$ cat src/rtl/mem_bus_arbiter.sv
// mem_bus_arbiter: shares one split-handshake memory port between
// the fetch (i_*) and load/store (d_*) ports, one transaction at a time.
//
// Ports:
//   clk, reset        core clock, synchronous active-high reset
//   i_valid/i_addr    fetch request; i_flush redirects the fetch stream
//   i_addr_ok         fetch request accepted
//   i_data_ok/i_rdata fetch response
//   d_valid..d_wdata  load/store request
//   d_addr_ok         data request accepted
//   d_data_ok/d_rdata load data or store completion
//   m_*               memory request out, m_addr_ok/m_data_ok/m_rdata in
//
// Data beats fetch. With ARB_FAIRNESS_EN defined, a starvation counter
// hands the grant to fetch after STARVE_LIMIT data wins in a row.

module mem_bus_arbiter #(
  parameter int unsigned STARVE_LIMIT = 4
) (
  input  logic        clk,
  input  logic        reset,

  input  logic        i_valid,
  input  logic [31:0] i_addr,
  input  logic        i_flush,
  output logic        i_addr_ok,
  output logic        i_data_ok,
  output logic [31:0] i_rdata,

  input  logic        d_valid,
  input  logic        d_write,
  input  logic [1:0]  d_size,
  input  logic [31:0] d_addr,
  input  logic [3:0]  d_strobe,
  input  logic [31:0] d_wdata,
  output logic        d_addr_ok,
  output logic        d_data_ok,
  output logic [31:0] d_rdata,

  output logic        m_valid,
  output logic        m_write,
  output logic [1:0]  m_size,
  output logic [31:0] m_addr,
  output logic [3:0]  m_strobe,
  output logic [31:0] m_wdata,
  input  logic        m_addr_ok,
  input  logic        m_data_ok,
  input  logic [31:0] m_rdata
);

  typedef enum logic [2:0] {
    IDLE,
    I_ADDR,
    I_DATA,
    D_ADDR,
    D_DATA
  } state_e;

  state_e state_q, state_d;
  logic   kill_q, kill_d;

  logic starved;
  logic win_d, win_i;
  logic sel_d, sel_i;
  logic i_resp;

  // Arbitration result, only meaningful in IDLE.
  always_comb begin
    win_d = d_valid & ~(starved & i_valid);
    win_i = i_valid & ~win_d;
  end

  // Port currently driving the memory request (fresh win or locked).
  always_comb begin
    sel_d = ((state_q == IDLE) & win_d) | (state_q == D_ADDR);
    sel_i = ((state_q == IDLE) & win_i) | (state_q == I_ADDR);
  end

  always_comb begin
    m_valid  = 1'b0;
    m_write  = 1'b0;
    m_size   = 2'd0;
    m_addr   = 32'd0;
    m_strobe = 4'd0;
    m_wdata  = 32'd0;
    unique case (1'b1)
      sel_d: begin
        m_valid  = 1'b1;
        m_write  = d_write;
        m_size   = d_size;
        m_addr   = d_addr;
        m_strobe = d_strobe;
        m_wdata  = d_wdata;
      end
      sel_i: begin
        m_valid  = 1'b1;
        m_size   = 2'd2;
        m_addr   = i_addr;
      end
      default: ;
    endcase
  end

  assign i_addr_ok = sel_i & m_addr_ok;
  assign d_addr_ok = sel_d & m_addr_ok;

  assign i_resp    = (state_q == I_DATA) & m_data_ok;
  // A flush landing on the response cycle also makes that word stale.
  assign i_data_ok = i_resp & ~kill_q & ~i_flush;
  assign d_data_ok = (state_q == D_DATA) & m_data_ok;

  assign i_rdata = m_rdata;
  assign d_rdata = m_rdata;

  always_comb begin
    state_d = state_q;
    case (state_q)
      IDLE: begin
        if (win_d) begin
          state_d = m_addr_ok ? D_DATA : D_ADDR;
        end else if (win_i) begin
          state_d = m_addr_ok ? I_DATA : I_ADDR;
        end
      end
      I_ADDR: if (m_addr_ok) state_d = I_DATA;
      I_DATA: if (m_data_ok) state_d = IDLE;
      D_ADDR: if (m_addr_ok) state_d = D_DATA;
      D_DATA: if (m_data_ok) state_d = IDLE;
      default: state_d = IDLE;
    endcase
  end

  // Kill marks the outstanding fetch as stale until its response drains.
  always_comb begin
    kill_d = kill_q;
    if (i_resp) begin
      kill_d = 1'b0;
    end else if (i_flush &
                 ((state_q == I_DATA) | i_addr_ok)) begin
      kill_d = 1'b1;
    end
  end

  always_ff @(posedge clk) begin
    if (reset) begin
      state_q <= IDLE;
      kill_q  <= 1'b0;
    end else begin
      state_q <= state_d;
      kill_q  <= kill_d;
    end
  end

`ifdef ARB_FAIRNESS_EN
  localparam logic [3:0] LIMIT = 4'(STARVE_LIMIT);

  logic [3:0] starve_q, starve_d;

  assign starved = (starve_q == LIMIT);

  // Counts data wins that left a waiting fetch behind.
  always_comb begin
    starve_d = starve_q;
    if (state_q == IDLE) begin
      if (win_d & i_valid & (starve_q != LIMIT)) begin
        starve_d = starve_q + 4'd1;
      end else if (win_i) begin
        starve_d = 4'd0;
      end
    end
  end

  always_ff @(posedge clk) begin
    if (reset) begin
      starve_q <= 4'd0;
    end else begin
      starve_q <= starve_d;
    end
  end
`else
  logic unused_limit;

  assign unused_limit = ^STARVE_LIMIT;
  assign starved      = 1'b0;
`endif

endmodule

$ cat config.mk
export PLATFORM = sky130hd
export DESIGN_NAME = mem_bus_arbiter
export DESIGN_NICKNAME = d
export VERILOG_FILES = /design/src/rtl/mem_bus_arbiter.sv
export SDC_FILE = /design/constraint.sdc
export NUM_CORES = 1
export LEC_CHECK = 0
export CAP_MARGIN = 15
export CORE_AREA = 2 2 110 112
export CTS_BUF_LIST = sky130_fd_sc_hd__clkbuf_8 sky130_fd_sc_hd__clkbuf_16
export CTS_CLUSTER_SIZE = 24
export DETAILED_ROUTE_END_ITERATION = 7
export DIE_AREA = 0 0 112 114
export DONT_BUFFER_PORTS = 1
export HOLD_SLACK_MARGIN = 0.08
export RECOVER_POWER = 100
export SLEW_MARGIN = 10
export SYNTH_ARGS = -nofsm -noshare
export SYNTH_HDL_FRONTEND = slang
export SYNTH_SLANG_ARGS = --single-unit
$ cat constraint.sdc
create_clock -name clk -period 2.05 [get_ports clk]
set_input_delay 0.205 -clock clk [delete_from_list [all_inputs] [get_ports clk]]
set_output_delay 0.205 -clock clk [all_outputs]
set_load 0.02 [all_outputs]
==> impl_metrics.env, run 1 <==
export IMPL_cts_root_buf="clkbuf_16"
export IMPL_crit_path_end_kind="output pin"
export IMPL_grt_max_degree=40
export IMPL_powerDensity_mw_per_mm2=843
export IMPL_die_w_um=112
export IMPL_wirelength_um=6170
export IMPL_relSlewSlack_pct=75.2
export IMPL_layout_drive_gt1_share_pct=22.2
export IMPL_dp_hpwl_um=5120
export IMPL_die_height_um=114
export IMPL_holdCritPathClass="primary input to register"
export IMPL_rows=40
export IMPL_dr_first_iter_drc_count=21
export IMPL_synth_edff_count=0
export IMPL_cts_tree="built"
export IMPL_cts_sinks=4
export IMPL_synth_seq_area_share_pct=5.78
export IMPL_overflow=0
export IMPL_finClkSkew_ns=0.000424
export IMPL_first_pass_iters=4
export IMPL_final_common_cell="and2_1"
export IMPL_coreArea_sq_mm=0.0117
export IMPL_place_congestion=0.762
export IMPL_p_comb_share_pct=63.7
export IMPL_area_growth_pct=-2.80
export IMPL_antenna_found_initial=9
export IMPL_drv_slew=0
export IMPL_final_cell_mix="and2_1, a22o_1, buf_4, nor2_1, clkbuf_16"
export IMPL_ant_nets=0
export IMPL_dp_cells=272
export IMPL_via_per_inst=4.06
export IMPL_pwr_share_clk_pct=27.2
export IMPL_critPathMaxFanout=17
export IMPL_htree_levels=1
export IMPL_start_kind="register"
export IMPL_synth_warnings=0
export IMPL_grt_pass1_wl_um=7440
export IMPL_r2r_slack_ns=0.85
export IMPL_post_route_util_pct=11.5
export IMPL_yosysTopAreaCellShare_pct=36.3
export IMPL_syn_nets=330
export IMPL_fill_cells=1325
export IMPL_ioPinCount=282
export IMPL_routedWlPerCell_um=21.3
export IMPL_fmax_mhz=505
export IMPL_finalNetCount=280
export IMPL_ir_drop_mv=0.297
export IMPL_final_cells=290
export IMPL_drt_drc_violations_left=0
export IMPL_grt_pass1_vias=1162
export IMPL_async_flop_share_pct=0
export IMPL_netlist_instances=187
export IMPL_period_needed_ns=1.98
export IMPL_netlist_area_sq_mm=0.00139
export IMPL_synth_ff_type="dfxtp_1"
export IMPL_power_switching_uw=532
export IMPL_status="finished, final reports clean"
export IMPL_cts_buffers=3
export IMPL_clkTransAtPathRegs_ns=0.03
export IMPL_grt_use_total_pct=7.88
export IMPL_clk_latency_ns=0.23
export IMPL_synth_largest_area_cell="buf_4"
export IMPL_fin_area_sq_mm=0.00135
export IMPL_fin_crit_sh_pct=96.7
export IMPL_hold_viol=0
export IMPL_setup_slack_ns=0.0683
export IMPL_tns_ns=0
export IMPL_portBuffers=0
export IMPL_start_util_pct=11.8
export IMPL_crit_type="register to output pin"
export IMPL_synthTopCellsByArea="buf_4, a22o_1, and2_1"
export IMPL_setup_viol=0
export IMPL_synth_distinct_cells=28
export IMPL_seq_power_share_pct=9.2
export IMPL_arrival_ns=1.78
export IMPL_p_int_uw=602
export IMPL_worst_pin_slew_ns=0.372
export IMPL_avgSynthCellArea_sq_um=7.41
export IMPL_power_leakage_uw=0.000537
export IMPL_vias=1176
export IMPL_worstPathRequired_ns=1.85
export IMPL_place_area_sq_mm=0.00116
export IMPL_ys_seq_elements=4
export IMPL_die_area_sq_mm=0.0128
export IMPL_sw_frac_of_total_pct=46.9
export IMPL_clockBufferDepth=2
export IMPL_pre_cts_slack_ns=0.300
export IMPL_drv_cap=0
routing by layer:
metal	track usage, %	part of all wire (%)	wire, um	up-vias
met5	0	0.21	13	-
met4	4.31	4.4	272	2
met3	4.20	14	846	36
met2	14.5	50	3100	137
met1	6.87	31	1940	516
li1	-	-	-	485
sequential cells by signal, summed over array words and instances (netlist names):
name	count
kill_q	1
state_q	3
repair_timing:
item,4_1_cts,5_1_grt
endpoints found under the setup margin,0,2
hold buffers,1,0
buffers inserted,0,4
resized for setup,0,2
hold endpoints to repair,1,0
Yosys cell counts, types with 4 or more instances:
| library cell | instances |
|---|---|
| clkbuf_2 | 4 |
| nor2_1 | 7 |
| dfxtp_1 | 4 |
| and2_1 | 40 |
| buf_2 | 5 |
| buf_4 | 67 |
| a22o_1 | 32 |
worst paths after layout:
path	end	startpoint	depth (start not counted)
worst max-delay path	m_addr[29]	state_q[1]$_SDFFE_PP0P_	6
worst min-delay path	kill_q$_SDFFE_PP0P_	reset	2
worst max register to register	state_q[2]$_SDFFE_PP0P_	state_q[0]$_SDFFE_PP0P_	3
worst min register to register	kill_q$_SDFFE_PP0P_	kill_q$_SDFFE_PP0P_	2
critical path, stage by stage (launching register included):
cell and delay [ns]:
dfxtp_2 0.36, or3b_4 0.42, a21oi_4 0.19, buf_4 0.15
buf_12 0.13, a22o_1 0.16, buf_4 0.15
cell type report:
class	count	area, sq um	area share [%]
multi-input combinational	104	746	55.4
timing repair buffer	23	235	17.5
tap	147	184	13.7
sequential	4	82.6	6.13
clock buffer	3	75.1	5.58
antenna	8	20.0	1.49
inverter	1	3.75	0.279
per-stage QoR:
stage	power (uW)	hold slack, ns
floorplan	819	0.284
global placement	751	0.293
detailed placement	767	0.303
CTS	1080	0.125
global route	1190	0.130
finish	1130	0.124
kinds of logic (layout without fill, tap and decap cells):
group                      after synthesis  after routing  synth area share [%]
buffers and inverters                   79             27                  40.4
and+or+nand+nor                         60             60                  26.1
AOI/OAI and AO/OA                       43             43                  26.8
DFF                                      4              4                  5.78
adders and majority gates                1              1                 0.903
other                                    0              8                     0
power groups by stage:
stage	clock [uW]	combinational [uW]	sequential [uW]
after floorplan	0	730	89.1
after global placement	0	650	101
after detailed placement	0	664	103
after CTS	310	667	102
after global routing	320	763	105
final	308	722	104
(Power assumes the default switching activity.)
==> run 2, diff against run 1 <==
--- a/config.mk
+++ b/config.mk
@@ -8,7 +8,7 @@
 export CAP_MARGIN = 15
 export CORE_AREA = 2 2 110 112
 export CTS_BUF_LIST = sky130_fd_sc_hd__clkbuf_8 sky130_fd_sc_hd__clkbuf_16
-export CTS_CLUSTER_SIZE = 24
+export CTS_CLUSTER_SIZE = 28
 export DETAILED_ROUTE_END_ITERATION = 7
 export DIE_AREA = 0 0 112 114
 export DONT_BUFFER_PORTS = 1
==> constraint.sdc (replaced) <==
create_clock -name clk -period 1.9 [get_ports clk]
set_input_delay 0.19 -clock clk [delete_from_list [all_inputs] [get_ports clk]]
set_output_delay 0.19 -clock clk [all_outputs]
set_load 0.02 [all_outputs]
==> impl_metrics.env, run 2 (synthesis gave the netlist of run 1 again) <==
export IMPL_status="finished, final reports clean"
export IMPL_fin_area_sq_mm=0.00149
export IMPL_clockBufferDepth=2
export IMPL_fmax_mhz=528
export IMPL_routed_top_layer="met5"
export IMPL_start_kind="register"
export IMPL_r2r_slack_ns=0.76
export IMPL_dr_first_iter_drc_count=22
export IMPL_period_needed_ns=1.90
export IMPL_relSlewSlack_pct=77.9
export IMPL_arrival_ns=1.71
export IMPL_met2WireLength_um=3330
export IMPL_layout_drive_gt1_share_pct=61.5
export IMPL_dr_wl_met3_um=782
export IMPL_setup_viol=0
export IMPL_drt_drc_violations_left=0
export IMPL_cts_sinks=4
export IMPL_start_util_pct=11.8
export IMPL_seq_power_share_pct=7.7
export IMPL_routedWlPerCell_um=23.0
export IMPL_setup_slack_ns=0.00494
export IMPL_fin_crit_sh_pct=99.7
export IMPL_via_per_inst=4.18
export IMPL_dp_cells=273
export IMPL_final_cell_mix="and2_2, a22o_1, a22o_2, buf_4, nor2_1"
export IMPL_cts_tree="built"
export IMPL_wirelength_um=6620
export IMPL_die_w_um=112
export IMPL_largest_reg_flops=3
export IMPL_top_register="state_q"
export IMPL_clk_latency_ns=0.22
export IMPL_grt_use_total_pct=7.59
export IMPL_whs_path_depth=2
export IMPL_antenna_found_initial=8
export IMPL_cts_root_buf="clkbuf_16"
export IMPL_die_area_sq_mm=0.0128
export IMPL_critPathMaxFanout=18
export IMPL_hold_viol=0
export IMPL_clkTransAtPathRegs_ns=0.03
export IMPL_sw_frac_of_total_pct=45.4
export IMPL_rsz0062_at_grt="true"
export IMPL_pre_cts_slack_ns=0.241
export IMPL_coreArea_sq_mm=0.0117
export IMPL_rr_worst_depth=4
export IMPL_htree_levels=1
export IMPL_p_int_uw=720
export IMPL_biggestRegsByFlops="state_q: 3 flops, kill_q: 1 flops"
export IMPL_worstPathRequired_ns=1.71
export IMPL_crit_type="register to output pin"
export IMPL_die_height_um=114
export IMPL_p_comb_share_pct=67.2
export IMPL_holdCritPathClass="primary input to register"
export IMPL_ioPinCount=282
export IMPL_power_switching_uw=600
export IMPL_crit_path_end_kind="output pin"
export IMPL_finClkSkew_ns=0.000714
export IMPL_rows=40
export IMPL_grt_pass1_wl_um=7090
export IMPL_portBuffers=0
export IMPL_powerDensity_mw_per_mm2=886
export IMPL_dp_hpwl_um=4840
export IMPL_pwr_share_clk_pct=25.0
export IMPL_final_common_cell="and2_2"
export IMPL_grt_max_degree=74
export IMPL_ant_nets=0
export IMPL_finalNetCount=280
export IMPL_place_congestion=0.768
export IMPL_drv_cap=0
export IMPL_area_growth_pct=7.59
export IMPL_place_area_sq_mm=0.00117
export IMPL_ir_drop_mv=0.349
export IMPL_routedLengthMet1_um=2210
export IMPL_grt_pass1_vias=1110
export IMPL_power_leakage_uw=0.000604
export IMPL_final_cells=288
export IMPL_first_pass_iters=4
export IMPL_drv_slew=0
export IMPL_vias=1203
export IMPL_cts_buffers=3
export IMPL_worst_pin_slew_ns=0.332
export IMPL_overflow=0
-- run 2: cell count changes in the layout (fill, tap and decap cells not counted), sizes merged --
cell | before | now
diode | 8 | 6
clkbuf | 5 | 6
buf | 20 | 19
-- run 2: area by class of cell --
cell class	instances	area, sq um
fillers	1328	10200
well taps	147	184
inverters	1	3.75
multi-input cells	104	843
diodes	6	15.0
repair buffers	23	288
flip-flops and latches	4	81.3
clock buffers	3	75.1
-- run 2: path summary, 6_finish.rpt --
kind	end	from
worst max register to register	state_q[2]$_SDFFE_PP0P_	state_q[0]$_SDFFE_PP0P_
worst max-delay path	m_addr[7]	state_q[1]$_SDFFE_PP0P_
worst min-delay path	kill_q$_SDFFE_PP0P_	reset
worst min register to register	kill_q$_SDFFE_PP0P_	kill_q$_SDFFE_PP0P_
-- run 2: metal layers --
layer | vias to the layer above | global-route usage (%)
li1 | 482 | -
met5 | - | 0
met2 | 148 | 13.2
met4 | 4 | 4.31
met1 | 531 | 6.87
met3 | 38 | 4.62
-- run 2: per-stage QoR --
step	setup TNS, ns	hold WS [ns]	power (uW)	util (%)
detailed placement	0	0.272	824	9.96
floorplan	0	0.269	884	-
global route	-0.389	0.134	1380	12.7
CTS	0	0.118	1160	10.7
finish	0	0.121	1320	12.7
global placement	0	0.270	814	9.96
-- run 2: power by group through the flow --
| stage | sequential, uW | clock [uW] | combinational (uW) |
|---|---|---|---|
| finish | 102 | 331 | 888 |
| detailed placement | 103 | 0 | 721 |
| CTS | 101 | 339 | 724 |
| global route | 103 | 348 | 929 |
| floorplan | 96.2 | 0 | 788 |
| global placement | 101 | 0 | 712 |
-- run 2: critical path, stage by stage (launching register included) --
cell	delay, ns
dfxtp_2	0.30
or3b_4	0.40
a21oi_4	0.17
buf_12	0.14
buf_6	0.19
a22o_1	0.27
-- run 2: what timing repair did --
| action | in CTS | in global routing |
|---|---|---|
| pin swaps | 1 | 2 |
| endpoints found under the hold margin | 1 | 0 |
| setup buffers | 0 | 1 |
| hold buffers | 1 | 0 |
| resized for setup | 0 | 60 |
| endpoints found under the setup margin | 1 | 71 |
| cloned | 0 | 4 |
==> run 3, diff against run 2 <==
--- a/config.mk
+++ b/config.mk
@@ -5,14 +5,16 @@
 export SDC_FILE = /design/constraint.sdc
 export NUM_CORES = 1
 export LEC_CHECK = 0
+export ABC_AREA = 1
 export CAP_MARGIN = 15
-export CORE_AREA = 2 2 110 112
+export CORE_AREA = 2 2 111 113
 export CTS_BUF_LIST = sky130_fd_sc_hd__clkbuf_8 sky130_fd_sc_hd__clkbuf_16
 export CTS_CLUSTER_SIZE = 28
 export DETAILED_ROUTE_END_ITERATION = 7
-export DIE_AREA = 0 0 112 114
+export DIE_AREA = 0 0 113 115
 export DONT_BUFFER_PORTS = 1
 export HOLD_SLACK_MARGIN = 0.08
+export MAX_ROUTING_LAYER = met4
 export RECOVER_POWER = 100
 export SLEW_MARGIN = 10
 export SYNTH_ARGS = -nofsm -noshare
==> impl_metrics.env, run 3 <==
export IMPL_cp_buffers_inverters=1
export IMPL_clk_latency_ns=0.22
export IMPL_place_congestion=0.760
export IMPL_crit_path_end_kind="output pin"
export IMPL_avgSynthCellArea_sq_um=5.08
export IMPL_area_growth_pct=-4.22
export IMPL_worstPathCellList="nor2_4 > nand2_2 > o21ai_4 > buf_8 > nand2_1 > nand2_1"
export IMPL_setup_viol=0
export IMPL_finClkSkew_ns=0.00106
export IMPL_seq_power_share_pct=5.2
export IMPL_synthTopCellsByArea="buf_4, nand2_1, nor2_1"
export IMPL_ir_drop_mv=0.424
export IMPL_synth_seq_area_share_pct=5.10
export IMPL_cts_sinks=4
export IMPL_arrival_ns=1.59
export IMPL_worst_pin_slew_ns=0.451
export IMPL_start_kind="register"
export IMPL_drv_slew=0
export IMPL_die_w_um=113
export IMPL_htree_levels=1
export IMPL_start_util_pct=13.3
export IMPL_largest_reg_flops=3
export IMPL_synth_distinct_cells=15
export IMPL_synth_edff_count=0
export IMPL_clkTransAtPathRegs_ns=0.03
export IMPL_die_height_um=115
export IMPL_crit_slowest_cell="dfxtp_1"
export IMPL_netlist_instances=309
export IMPL_dp_hpwl_um=4350
export IMPL_r2r_slack_ns=0.63
export IMPL_die_area_sq_mm=0.0130
export IMPL_postCtsHoldBufs=0
export IMPL_cts_tree="built"
export IMPL_clockBufferDepth=2
export IMPL_fmax_mhz=562
export IMPL_critPathMaxFanout=33
export IMPL_overflow=0
export IMPL_holdWs_ns=0.117
export IMPL_path_delay_family="simple AND/OR/NAND/NOR gates"
export IMPL_p_comb_share_pct=83.6
export IMPL_grt_use_total_pct=6.79
export IMPL_drv_cap=0
export IMPL_drt_drc_violations_left=20
export IMPL_fill_cells=1420
export IMPL_worst_path_most_repeated_cell="nand2_1"
export IMPL_crit_type="register to output pin"
export IMPL_synth_warnings=0
export IMPL_holdCritPathClass="primary input to register"
export IMPL_final_cell_mix="nand2_1, nor2_1, inv_1, clkbuf_2, nand3_1"
export IMPL_powerDensity_mw_per_mm2=1930
export IMPL_ys_seq_elements=4
export IMPL_yosysTopAreaCellShare_pct=32.0
export IMPL_first_pass_iters=6
export IMPL_vias=1552
export IMPL_dr_first_iter_drc_count=70
export IMPL_via_per_inst=3.63
export IMPL_critPathMaxStageDelay_ns=0.35
export IMPL_async_flop_share_pct=0
export IMPL_top_register="state_q"
export IMPL_rsz0062_at_grt="false"
export IMPL_cts_root_buf="clkbuf_16"
export IMPL_coreArea_sq_mm=0.0118
export IMPL_p_int_uw=950
export IMPL_final_common_cell="nand2_1"
export IMPL_ioPinCount=282
export IMPL_relSlewSlack_pct=69.8
export IMPL_grt_max_degree=41
export IMPL_synth_ff_type="dfxtp_1"
export IMPL_grt_pass1_wl_um=6580
export IMPL_pwr_share_clk_pct=11.2
export IMPL_netlist_area_sq_mm=0.00157
export IMPL_status="finished with violations"
export IMPL_hold_viol=0
export IMPL_antenna_found_initial=0
export IMPL_tns_ns=0
export IMPL_grt_pass1_vias=1294
export IMPL_synth_largest_area_cell="buf_4"
export IMPL_dp_cells=424
export IMPL_finalNetCount=425
export IMPL_layout_drive_gt1_share_pct=18.6
export IMPL_synth_common_cells="nand2_1, buf_4, nor2_1"
export IMPL_routedWlPerCell_um=12.0
export IMPL_antennaDiodeCount=0
export IMPL_biggestRegsByFlops="state_q: 3 flops, kill_q: 1 flops"
export IMPL_wirelength_um=5130
export IMPL_syn_nets=452
export IMPL_portBuffers=0
export IMPL_ant_nets=0
export IMPL_cts_buffers=3
export IMPL_rows=40
export IMPL_violations="DRC"
export IMPL_sw_frac_of_total_pct=67.2
export IMPL_finalPower_uw=2900
export IMPL_fin_crit_sh_pct=93.6
export IMPL_yosysMostFrequentCell="nand2_1"
export IMPL_final_cells=427
export IMPL_power_switching_uw=1950
export IMPL_period_needed_ns=1.78
export IMPL_power_leakage_uw=0.00100
export IMPL_worstPathRequired_ns=1.71
## run 3: kinds of logic (layout without fill, tap and decap cells)
family / Yosys count / after routing / share of synthesized area [%]
AOI/OAI and AO/OA: 3 / 3 / 2.55
and+or+nand+nor: 177 / 177 / 43.7
buffers and inverters: 124 / 95 / 47.8
DFF: 4 / 4 / 5.10
adders and majority gates: 1 / 1 / 0.797
## run 3: stage by stage
| step | util [%] | setup slack, ns | cell area [sq um] |
|---|---|---|---|
| final | 12.7 | 0.121 | 1500 |
| after global routing | 12.7 | 0.00126 | 1500 |
| after CTS | 13.5 | 0.0641 | 1600 |
| after detailed placement | 12.9 | 0.210 | 1520 |
| after global placement | 12.9 | 0.238 | 1520 |
| after floorplan | - | 0.432 | 1570 |
## run 3: worst paths after layout
| check | endpoint | start | cells after the start |
|---|---|---|---|
| worst max register to register | kill_q$_SDFFE_PP0P_ | state_q[0]$_SDFFE_PP0P_ | 7 |
| worst max-delay path | m_addr[25] | state_q[0]$_SDFFE_PP0P_ | 6 |
| worst min-delay path | state_q[0]$_SDFFE_PP0P_ | reset | 3 |
| worst min register to register | kill_q$_SDFFE_PP0P_ | kill_q$_SDFFE_PP0P_ | 4 |
## run 3: worst min-delay path: stages
cell and delay (ns):
nor2_1 0.02, nand2_1 0.05, inv_1 0.03
## run 3: area by class of cell
cell class | count | area, sq um | area share [%]
Clock buffer | 3 | 75.1 | 4.99
Inverter | 50 | 190 | 12.6
Multi-Input combinational cell | 181 | 739 | 49.2
Sequential cell | 4 | 80.1 | 5.32
Tap cell | 147 | 184 | 12.2
Timing Repair Buffer | 42 | 235 | 15.6
## run 3: timing repair
| action | CTS | global route |
|---|---|---|
| setup endpoints to repair | 6 | 5 |
| gates resized for setup | 2 | 1 |
| setup buffers | 0 | 0 |
## run 3: layer usage
layer / vias to the layer above / track usage (%) / routed length, um / part of all wire (%)
met5: - / - / 0 / 0
met4: 0 / 3.33 / 106 / 2.1
met3: 19 / 2.69 / 660 / 13
met2: 129 / 11.1 / 2470 / 48
met1: 643 / 7.19 / 1900 / 37
li1: 761 / - / - / -
## run 3: power by group through the flow
stage | Combinational (uW) | Sequential (uW) | Clock (uW)
after floorplan | 2180 | 149 | 0
after global placement | 2550 | 152 | 0
after detailed placement | 2570 | 153 | 0
after CTS | 2590 | 152 | 332
after global routing | 2640 | 157 | 336
final | 2420 | 152 | 324
